<file path="config.mk">
export PLATFORM = sky130hd
export DESIGN_NAME = duck_round_sequencer_flat
export DESIGN_NICKNAME = d
export VERILOG_FILES = /design/src/rtl/duck_game_pkg.sv /design/src/rtl/duck_round_sequencer_if.sv /design/src/rtl/duck_round_sequencer_flyaway_timer.sv /design/src/rtl/duck_round_sequencer.sv /design/src/flat_wrapper.sv
export SDC_FILE = /design/constraint.sdc
export NUM_CORES = 1
export LEC_CHECK = 0
export ABC_AREA = 1
export BUFFER_PORTS_ARGS = -buffer_cell sky130_fd_sc_hd__buf_2
export CAP_MARGIN = 20
export CELL_PAD_IN_SITES_DETAIL_PLACEMENT = 2
export CELL_PAD_IN_SITES_GLOBAL_PLACEMENT = 2
export CORE_ASPECT_RATIO = 1.25
export CORE_MARGIN = 3
export CORE_UTILIZATION = 34
export DETAILED_ROUTE_END_ITERATION = 16
export GPL_TIMING_DRIVEN = 0
export MAX_ROUTING_LAYER = met4
export PLACE_DENSITY_LB_ADDON = 0.08
export SETUP_SLACK_MARGIN = 0.2
export SYNTH_ARGS = -nofsm -noshare
export SYNTH_HDL_FRONTEND = slang
export SYNTH_SLANG_ARGS = --single-unit
</file>
<file path="constraint.sdc">
create_clock -name Clk -period 5.6 [get_ports Clk]
set_input_delay 0.28 -clock Clk [delete_from_list [all_inputs] [get_ports Clk]]
set_output_delay 0.28 -clock Clk [all_outputs]
set_load 0.03 [all_outputs]
</file>
<file path="src/rtl/duck_game_pkg.sv">
// Shared types and constants for the duck-hunt round sequencer.
package duck_game_pkg;

  typedef enum logic [2:0] {
    IDLE, INTRO, LAUNCH, FLY, FLEE, SHOW, TALLY, OVER
  } round_state_t;

  typedef enum logic [1:0] {
    SHOW_NONE     = 2'd0,
    SHOW_RETRIEVE = 2'd1,
    SHOW_LAUGH    = 2'd2
  } dog_show_t;

  localparam int unsigned        SCORE_W   = 20;
  localparam logic [SCORE_W-1:0] SCORE_MAX = '1;

endpackage

</file>
<file path="src/rtl/duck_round_sequencer_if.sv">
// Game-event bus between the round sequencer and dog / duck / hit-detect logic.
interface duck_round_sequencer_if;
  import duck_game_pkg::*;

  logic               frame_tick;
  logic               start;
  logic               intro_done;
  logic               shot;
  logic               shot_hit;
  logic               duck_gone;
  logic               show_done;
  logic               Run;
  logic               duck_launch;
  logic               duck_flee;
  logic [1:0]         dog_show;
  logic [3:0]         round;
  logic [3:0]         duck_idx;
  logic [1:0]         shots_left;
  logic [9:0]         hit_mask;
  logic [SCORE_W-1:0] score;
  logic               game_over;

  modport master (
    output frame_tick, start, intro_done, shot, shot_hit, duck_gone, show_done,
    input  Run, duck_launch, duck_flee, dog_show, round, duck_idx, shots_left,
           hit_mask, score, game_over
  );

  modport slave (
    input  frame_tick, start, intro_done, shot, shot_hit, duck_gone, show_done,
    output Run, duck_launch, duck_flee, dog_show, round, duck_idx, shots_left,
           hit_mask, score, game_over
  );

endinterface

</file>
<file path="src/rtl/duck_round_sequencer_flyaway_timer.sv">
// Frame-tick counter for the duck fly-away timeout; holds at terminal count.
module flyaway_timer #(
  parameter int unsigned FLYAWAY_TICKS = 50
) (
  input  logic clk,
  input  logic rst,
  input  logic clr_i,
  input  logic tick_i,
  output logic tc_o
);

  localparam int unsigned   CW   = $clog2(FLYAWAY_TICKS + 1);
  localparam logic [CW-1:0] LAST = CW'(FLYAWAY_TICKS - 1);

  logic [CW-1:0] cnt_q, cnt_d;

  always_comb begin
    cnt_d = cnt_q;
    if (clr_i)
      cnt_d = '0;
    else if (tick_i && (cnt_q != LAST))
      cnt_d = cnt_q + CW'(1);
  end

  always_ff @(posedge clk or posedge rst) begin
    if (rst) cnt_q <= '0;
    else     cnt_q <= cnt_d;
  end

  assign tc_o = (cnt_q == LAST);

endmodule

</file>
<file path="src/rtl/duck_round_sequencer.sv">
// Round scheduler: dog intro, N duck launches with shot/timeout handling, tally.
// Optional PERFECT_BONUS_EN adds a bonus when every duck of a round is hit.
module duck_round_sequencer
  import duck_game_pkg::*;
#(
  parameter int unsigned DUCKS_PER_ROUND = 10,
  parameter int unsigned SHOTS_PER_DUCK  = 3,
  parameter int unsigned FLYAWAY_TICKS   = 50,
  parameter int unsigned PASS_COUNT      = 6,
  parameter int unsigned HIT_POINTS      = 500
) (
  input logic                    Clk,
  input logic                    Reset,
  duck_round_sequencer_if.slave  io
);

  localparam logic [3:0]         LAST_DUCK = 4'(DUCKS_PER_ROUND - 1);
  localparam logic [SCORE_W-1:0] HIT_INC   = SCORE_W'(HIT_POINTS);

  round_state_t       state_q, state_d;
  dog_show_t          dog_show_q, dog_show_d;
  logic [3:0]         round_q, round_d;
  logic [3:0]         duck_idx_q, duck_idx_d;
  logic [1:0]         shots_left_q, shots_left_d;
  logic [9:0]         hit_mask_q, hit_mask_d;
  logic [SCORE_W-1:0] score_q, score_d;
  logic [SCORE_W:0]   hit_sum;
  logic [3:0]         hit_cnt;
  logic               timer_tc;

`ifdef PERFECT_BONUS_EN
  localparam logic [SCORE_W-1:0] BONUS_INC = SCORE_W'(10000);
  localparam logic [9:0]         ALL_HIT   = 10'((32'd1 << DUCKS_PER_ROUND) - 32'd1);
  logic [SCORE_W:0] bonus_sum;
  assign bonus_sum = {1'b0, score_q} + {1'b0, BONUS_INC};
`endif

  assign hit_sum = {1'b0, score_q} + {1'b0, HIT_INC};

  always_comb begin
    hit_cnt = '0;
    for (int unsigned i = 0; i < 10; i++)
      hit_cnt = hit_cnt + {3'b000, hit_mask_q[i]};
  end

  flyaway_timer #(.FLYAWAY_TICKS(FLYAWAY_TICKS)) u_timer (
    .clk    (Clk),
    .rst    (Reset),
    .clr_i  (state_q == LAUNCH),
    .tick_i ((state_q == FLY) && io.frame_tick),
    .tc_o   (timer_tc)
  );

  always_ff @(posedge Clk or posedge Reset) begin
    if (Reset) state_q <= IDLE;
    else       state_q <= state_d;
  end

  always_comb begin
    state_d      = state_q;
    dog_show_d   = dog_show_q;
    round_d      = round_q;
    duck_idx_d   = duck_idx_q;
    shots_left_d = shots_left_q;
    hit_mask_d   = hit_mask_q;
    score_d      = score_q;
    case (state_q)
      IDLE, OVER: if (io.start) begin
        state_d    = INTRO;
        score_d    = '0;
        round_d    = 4'd1;
        hit_mask_d = '0;
        duck_idx_d = '0;
      end
      INTRO: if (io.intro_done) state_d = LAUNCH;
      LAUNCH: begin
        shots_left_d = 2'(SHOTS_PER_DUCK);
        state_d      = FLY;
      end
      FLY: begin
        // A hit duck is falling: later shots and the timeout are ignored until it lands.
        if (dog_show_q == SHOW_RETRIEVE) begin
          if (io.duck_gone) state_d = SHOW;
        end else if (io.shot && io.shot_hit) begin
          hit_mask_d[duck_idx_q] = 1'b1;
          score_d    = hit_sum[SCORE_W] ? SCORE_MAX : hit_sum[SCORE_W-1:0];
          dog_show_d = SHOW_RETRIEVE;
        end else if (io.shot) begin
          shots_left_d = shots_left_q - 2'd1;
          if (shots_left_q == 2'd1) begin
            state_d    = FLEE;
            dog_show_d = SHOW_LAUGH;
          end
        end else if (io.frame_tick && timer_tc) begin
          state_d    = FLEE;
          dog_show_d = SHOW_LAUGH;
        end
      end
      FLEE: if (io.duck_gone) state_d = SHOW;
      SHOW: if (io.show_done) begin
        dog_show_d = SHOW_NONE;
        if (duck_idx_q == LAST_DUCK) begin
          state_d = TALLY;
        end else begin
          duck_idx_d = duck_idx_q + 4'd1;
          state_d    = LAUNCH;
        end
      end
      TALLY: begin
        if (hit_cnt >= 4'(PASS_COUNT)) begin
          round_d    = (round_q == 4'hF) ? round_q : round_q + 4'd1;
          hit_mask_d = '0;
          duck_idx_d = '0;
          state_d    = INTRO;
`ifdef PERFECT_BONUS_EN
          if (hit_mask_q == ALL_HIT)
            score_d = bonus_sum[SCORE_W] ? SCORE_MAX : bonus_sum[SCORE_W-1:0];
`endif
        end else begin
          state_d = OVER;
        end
      end
      default: state_d = IDLE;
    endcase
  end

  always_ff @(posedge Clk or posedge Reset) begin
    if (Reset) begin
      dog_show_q   <= SHOW_NONE;
      round_q      <= 4'd1;
      duck_idx_q   <= '0;
      shots_left_q <= '0;
      hit_mask_q   <= '0;
      score_q      <= '0;
    end else begin
      dog_show_q   <= dog_show_d;
      round_q      <= round_d;
      duck_idx_q   <= duck_idx_d;
      shots_left_q <= shots_left_d;
      hit_mask_q   <= hit_mask_d;
      score_q      <= score_d;
    end
  end

  always_comb begin
    io.Run         = (state_q == INTRO);
    io.duck_launch = (state_q == LAUNCH);
    io.duck_flee   = (state_q == FLEE);
    io.game_over   = (state_q == OVER);
    io.dog_show    = dog_show_q;
    io.round       = round_q;
    io.duck_idx    = duck_idx_q;
    io.shots_left  = shots_left_q;
    io.hit_mask    = hit_mask_q;
    io.score       = score_q;
  end

endmodule

</file>
<file path="src/flat_wrapper.sv">
// flat-port wrapper written by rule: the top's interface ports become plain ports
module duck_round_sequencer_flat import duck_game_pkg::*;
#(
  parameter int unsigned DUCKS_PER_ROUND = 10,
  parameter int unsigned SHOTS_PER_DUCK  = 3,
  parameter int unsigned FLYAWAY_TICKS   = 50,
  parameter int unsigned PASS_COUNT      = 6,
  parameter int unsigned HIT_POINTS      = 500
)
  (Clk, Reset, io_frame_tick, io_start, io_intro_done, io_shot, io_shot_hit, io_duck_gone, io_show_done, io_Run, io_duck_launch, io_duck_flee, io_dog_show, io_round, io_duck_idx, io_shots_left, io_hit_mask, io_score, io_game_over);
  duck_round_sequencer_if io_i ();
  input logic Clk;
  input logic Reset;
  input wire logic [$bits(io_i.frame_tick)-1:0] io_frame_tick;
  input wire logic [$bits(io_i.start)-1:0] io_start;
  input wire logic [$bits(io_i.intro_done)-1:0] io_intro_done;
  input wire logic [$bits(io_i.shot)-1:0] io_shot;
  input wire logic [$bits(io_i.shot_hit)-1:0] io_shot_hit;
  input wire logic [$bits(io_i.duck_gone)-1:0] io_duck_gone;
  input wire logic [$bits(io_i.show_done)-1:0] io_show_done;
  output wire logic [$bits(io_i.Run)-1:0] io_Run;
  output wire logic [$bits(io_i.duck_launch)-1:0] io_duck_launch;
  output wire logic [$bits(io_i.duck_flee)-1:0] io_duck_flee;
  output wire logic [$bits(io_i.dog_show)-1:0] io_dog_show;
  output wire logic [$bits(io_i.round)-1:0] io_round;
  output wire logic [$bits(io_i.duck_idx)-1:0] io_duck_idx;
  output wire logic [$bits(io_i.shots_left)-1:0] io_shots_left;
  output wire logic [$bits(io_i.hit_mask)-1:0] io_hit_mask;
  output wire logic [$bits(io_i.score)-1:0] io_score;
  output wire logic [$bits(io_i.game_over)-1:0] io_game_over;
  assign io_i.frame_tick = io_frame_tick;
  assign io_i.start = io_start;
  assign io_i.intro_done = io_intro_done;
  assign io_i.shot = io_shot;
  assign io_i.shot_hit = io_shot_hit;
  assign io_i.duck_gone = io_duck_gone;
  assign io_i.show_done = io_show_done;
  assign io_Run = io_i.Run;
  assign io_duck_launch = io_i.duck_launch;
  assign io_duck_flee = io_i.duck_flee;
  assign io_dog_show = io_i.dog_show;
  assign io_round = io_i.round;
  assign io_duck_idx = io_i.duck_idx;
  assign io_shots_left = io_i.shots_left;
  assign io_hit_mask = io_i.hit_mask;
  assign io_score = io_i.score;
  assign io_game_over = io_i.game_over;
  duck_round_sequencer #(.DUCKS_PER_ROUND(DUCKS_PER_ROUND), .SHOTS_PER_DUCK(SHOTS_PER_DUCK), .FLYAWAY_TICKS(FLYAWAY_TICKS), .PASS_COUNT(PASS_COUNT), .HIT_POINTS(HIT_POINTS)) u_core (.Clk(Clk), .Reset(Reset), .io(io_i));
endmodule
</file>
# [After elaboration in Yosys (flattened, before gate mapping)]
# Cells that the tools add are included.
[classes] add_sub_neg=14 multipliers=0 div=0 magnitude_cmp=3 n_eq_ne=28 n_shift=0 mux=46 bitwise=1 n_reduce_logical=21
[op_table] op="two-way mux 20 bit" n=4
[op_table] op="two-way mux 10 bit" n=4
[op_table] op="one-hot mux 20 bit (2 select lines)" n=1
[op_table] op="two-way mux 3 bit" n=11
[op_table] op="adder 4 x 1 -> 4 bit" n=8
[op_table] op="one-hot mux 10 bit (3 select lines)" n=1
[op_table] op="two-way mux 4 bit" n=7
[op_table] op="adder 20 x 9 -> 21 bit, second input constant" n=1
[op_table] op="one-hot mux 3 bit (7 select lines)" n=1
[op_table] op="two-way mux 2 bit" n=9
[op_table] op="!= test 2 bit, second input constant" n=9
[op_table] op="!= test 4 bit, second input constant" n=4
[op_table] op="AND reduction 5 bit" n=3
[op_table] op="equality test 3 bit, second input constant" n=4
[op_table] op="two-way mux 6 bit" n=2
[op_table] op="one-hot mux 4 bit (3 select lines)" n=1
[op_table] op="AND reduction 4 bit" n=3
[op_table] op="bitwise OR 10 bit" n=1
[op_table] op="nonzero test 2 bit" n=5
[op_table] op="adder 4 x 1 -> 4 bit, second input constant" n=2
[op_table] op="equality test 4 bit, second input constant" n=2
[op_table] op="one-hot mux 2 bit (2 select lines)" n=2
[op_table] op="one-hot mux 4 bit (2 select lines)" n=1
[op_table] op="adder 6 x 1 -> 6 bit, second input constant" n=1
[op_table] op="other kinds (19)" n=26
[totals] reg_bits=51 latch_bits=0 mem_bits_rw=0 romBits=0 in_bits=9 out_inout_bits=46 elab_cells=121 memories=0

# [Depth between registers and ports, before layout]
[logic_depth] depth_word=12 depth_mapped=18 ltp_nobuf=18

# [Hierarchy]
# Synthesis repeated with hierarchy kept, for this count alone.
[hier_totals] hier_cells=489 hier_area_um2=3483.3
[modules_own_cells] module="duck_round_sequencer" n_inst=1 cells_each=433 area_each_um2=3062.9 seq_area_each_um2=1102.3
[modules_own_cells] module="flyaway_timer" n_inst=1 cells_each=56 area_each_um2=420.4 seq_area_each_um2=150.1

# [Least setup slack after synthesis]
# No wires, ideal clock.
[synth_path] kind="register to register" startpoint="register u_core.hit_mask_q[0] (netlist: u_core.io.hit_mask[0])" endpoint="register u_core.round_q[1] (netlist: u_core.io.round[1])" setup_ns=0.117 t_arrival_ns=3.782 t_required_ns=5.483 path_slack_ns=1.701 stages_incl_launch_ff=18 n_path_buf=0 synth_period_minus_slack_ns=3.899 cell_sequence="dfrtp_1 -> ha_1 -> inv_1 -> fa_1 -> fa_1 -> fa_1 -> inv_1 -> fa_1 -> inv_1 -> fa_1 -> inv_1 -> nand3_1 -> nand3_1 -> nand2_1 -> nor2_4 -> inv_1 -> nand2_1 -> nand2_1"
[synth_between] elab_chain_len=12
[synth_lines] item="start: declaration" line="duck_round_sequencer.sv:25" text="logic [9:0] hit_mask_q, hit_mask_d;"
[synth_lines] item="start signal: assignment" line="duck_round_sequencer.sv:140" text="hit_mask_q <= hit_mask_d;"
[synth_lines] item="adder 1 x 1 -> 2 bit" line="duck_round_sequencer.sv:43" text="hit_cnt = hit_cnt + {3'b000, hit_mask_q[i]};"
[synth_lines] item="adder 4 x 1 -> 4 bit (8 in series)" line="duck_round_sequencer.sv:43"
[synth_lines] item="greater-or-equal comparator 4 x 3 -> 1 bit" line="duck_round_sequencer.sv:110" text="if (hit_cnt >= 4'(PASS_COUNT)) begin"
[synth_lines] item="!= test 2 x 1 -> 1 bit (no line)"
[synth_lines] item="AND reduction 4 bit (no line)"
[synth_lines] item="end signal: assignment" line="duck_round_sequencer.sv:137" text="round_q <= round_d;"
[synth_lines] item="end: declaration" line="duck_round_sequencer.sv:22" text="logic [3:0] round_q, round_d;"
# No other way between the ends.
# A chain may end at the register's enable or synchronous reset.

# [Final worst setup path]
[layout_path] startpoint="register u_core.hit_mask_q[1] (netlist: u_core.io.hit_mask[1])" endpoint="register u_core.round_q[3] (netlist: u_core.io.round[3])"
# The elaborated chain is that of the path after synthesis.

==> results.yml <==
cts:
  cts_hold_buf: 1
  clkSlewWorstSetupHoldPaths_ps: 70
  insertion_delay_ps: 300
  cts_inserted_buffers: 5
  post_cts_resized: 0
  cts_tree: "yes"
  htreeDepth: 2
  postCtsSetupRepairBufs: 0
  cts-root-buf: "clkbuf_16"
  clock_path_buffers: 2
  clkSinkCount: 50
layout:
  fin_util: 0.414
  nFillCells: 1219
  nets: 578
  num_antenna_cells: 0
  multiInputGateArea_um2: 1820
  areaGrowthSynthToFinish_pct: 17.8
  regArea_um2: 1250
  drive_above_1_share: 0.151
logic_synthesis:
  synth_xor_area_frac: 0.0206
  netlist.area_leader.share: 0.361
  synth.mux.area_fraction: 0
  seq_area_frac_synth: 0.369
  yosysWarnings: 0
  synth_compound_area_frac: 0.0906
  synth_most_common_cell: "nand2_1"
  synth.area.top_cells: "dfrtp_1 (36%), nand2_1 (17%), inv_1 (7.8%)"
  synth_simple_gate_area_share: 0.338
  async_reset_ff_frac: 1.00
  ys.flop_type: "dfrtp_1"
  syn_avg_cell_area_um2: 6.99
  postSynthCellCount: 486
  ys_types: 28
  synth_top_area_cell: "dfrtp_1"
  ys_ff_latch: 50
  synth_top_family_by_area: "simple AND/OR/NAND/NOR gates"
  synth_common_cells: "nand2_1 (158), inv_1 (71), dfrtp_1 (49)"
  synthesis.area_um2: 3400
  syn-num-nets: 515
  synth_fa_ha_area_frac: 0.0869
  synth_edf_count: 0
sta:
  tightest_slew_ps: 495
  clock_skew_ps: 4.54
  rsz0062_at_grt: "no"
  finalSetupViolCount: 0
  relSlewSlack: 0.670
  hold_viol: 0
  drv_slew: 0
  tns_ps: 0
  min_period_over_period: 0.738
  clock.fmax_ghz: 0.242
  min_period_ps: 4130
routing:
  vias: 3410
  wl_per_cell_um: 16.1
  ant_nets: 0
  drc_errors: 0
  vias_per_cell: 5.04
  drtPass1Iterations: 4
  wirelength_um: 10900
  first_iter_violations: 68
floorplan:
  die_w_um: 95.4
  die-area_um2: 11200
  rows: 40
  ios: 55
  die_y_um: 118
  coreArea_um2: 9660
  start_util: 0.352
grt:
  grt_max_degree: 39
  first_global_vias: 3719
  grt_first_pass_wirelength_um: 18900
  grt_antenna_before_repair: 0
  grt_overflow: 0
  groute.usage.overall: 0.215
power:
  ir_drop_uv: 158
  p_per_area_nw_per_um2: 455
  p_leak_nw: 2.20
place:
  hpwl_um: 8400
  gp_congestion: 0.860
  io_buffers: 54
critical_path:
  reg2reg_slack_ps: 1470
  cp.required_ps: 5790
  crit_path_end: "u_core.io.round[3]"
  regToRegEndpoint: "u_core.io.round[3]"
  crit_path_start_kind: "flip-flop"
  reg2reg_from: "u_core.io.hit_mask[1]"
  path_max_fanout: 6
  end_kind: "flip-flop"
  crit_arrival_ps: 4320
  r2r_cells: 17
  cp-startpoint: "u_core.io.hit_mask[1]"
  critical_path_class: "flip-flop to flip-flop"
flow_run:
  cap_violations: 0
status:
  status: "complete, no violations"
worst_hold_path:
  min_from: "io_shot_hit"
  hold_class: "primary input to flip-flop"
==> kinds of logic after synthesis <==
logic type	count (synthesis)
AOI/OAI and AO/OA	59
xor gates and xnor gates	8
adders and majority gates	20
buffers and inverters	82
DFF	50
and+or+nand+nor	267
==> routing by layer <==
metal	track usage	share of wire	vias up
li1	-	-	1644
met5	-	0	-
met4	0.0454	0.010	0
met2	0.375	0.53	31
met3	0.0249	0.019	7
met1	0.265	0.44	1728
==> worst max-delay path, cell delays in order, from the launching register on <==
cell	delay, ps
dfrtp_1	410
ha_1	280
inv_1	40
fa_1	490
fa_1	430
fa_1	490
inv_1	50
fa_1	370
inv_1	90
fa_1	410
inv_1	70
nand3_1	70
nand3_1	180
nand2_1	170
nor2_4	190
inv_1	130
nand2_1	90
nand2_1	50
==> layout make-up <==
class / instances / share of cell area
plain buffers: 9 / 0.0125
clock buffers: 7 / 0.0356
clock inverters: 1 / 0.00125
inverters: 73 / 0.0685
multi-input cells: 354 / 0.455
flip-flops and latches: 50 / 0.313
well taps: 126 / 0.0394
repair buffers: 56 / 0.0750
==> cell usage in the layout, fill, tap and decap left out <==
| cell | count |
|---|---|
| o22ai_1 | 1 |
| nor2_1 | 46 |
| nand3_4 | 1 |
| clkbuf_16 | 5 |
| dlygate4sd3_1 | 1 |
| dfrtp_1 | 49 |
| nand2_1 | 158 |
| clkbuf_8 | 1 |
| xnor2_1 | 2 |
| o21ai_2 | 1 |
| o31ai_1 | 3 |
| nor3_1 | 5 |
| ha_1 | 14 |
| clkinv_1 | 1 |
| a21oi_1 | 4 |
| buf_4 | 3 |
| clkbuf_1 | 3 |
| nand2_2 | 3 |
| inv_2 | 2 |
| fa_1 | 6 |
| nand4_1 | 9 |
| nand3b_1 | 2 |
| buf_2 | 58 |
| inv_1 | 70 |
| clkinv_2 | 1 |
| dfstp_2 | 1 |
| nand3_2 | 3 |
| nor2_4 | 3 |
| xor2_1 | 6 |
| o21ai_0 | 38 |
| o21ai_1 | 12 |
| buf_12 | 1 |
| nand3_1 | 37 |
==> report_power, final <==
group	internal [W]	total (W)	switching, W
registers	0.000434	0.000517	0.0000826
logic	0.000274	0.000982	0.000709
clock network	0.000178	0.000322	0.000144
total	0.000886	0.00182	0.000935
==> how the worst min path moves through the flow <==
stage / end / cells after the start
5_1_grt: u_core.io.dog_show[1] / 4
2_1_floorplan: u_core.u_timer.cnt_q[2] / 2
3_5_place_dp: u_core.io.round[3] / 2
4_1_cts: u_core.io.dog_show[1] / 4
3_3_place_gp: u_core.io.round[0] / 2
6_report: u_core.io.dog_show[1] / 4
==> stage by stage <==
stage	power [W]	cells	setup WS (ps)	hold WS, ps	cell area [um^2]
6_report	0.00182	676	1470	356	4000
5_1_grt	0.00200	676	1130	382	4000
4_1_cts	0.00186	676	1420	360	4000
3_5_place_dp	0.00152	667	1440	266	3840
3_3_place_gp	0.00147	666	1510	485	3820
2_1_floorplan	0.00121	486	1700	486	3400
==> state kept, by name, indices dropped and copies added (netlist names) <==
name	cells
u_core.state_q	3
u_core.io.duck_idx	4
u_core.io.dog_show	2
u_core.io.shots_left	2
u_core.io.round	4
u_core.io.hit_mask	10
u_core.u_timer.cnt_q	6
u_core.io.score	19
No activity file was read; power rests on OpenSTA's default activity.
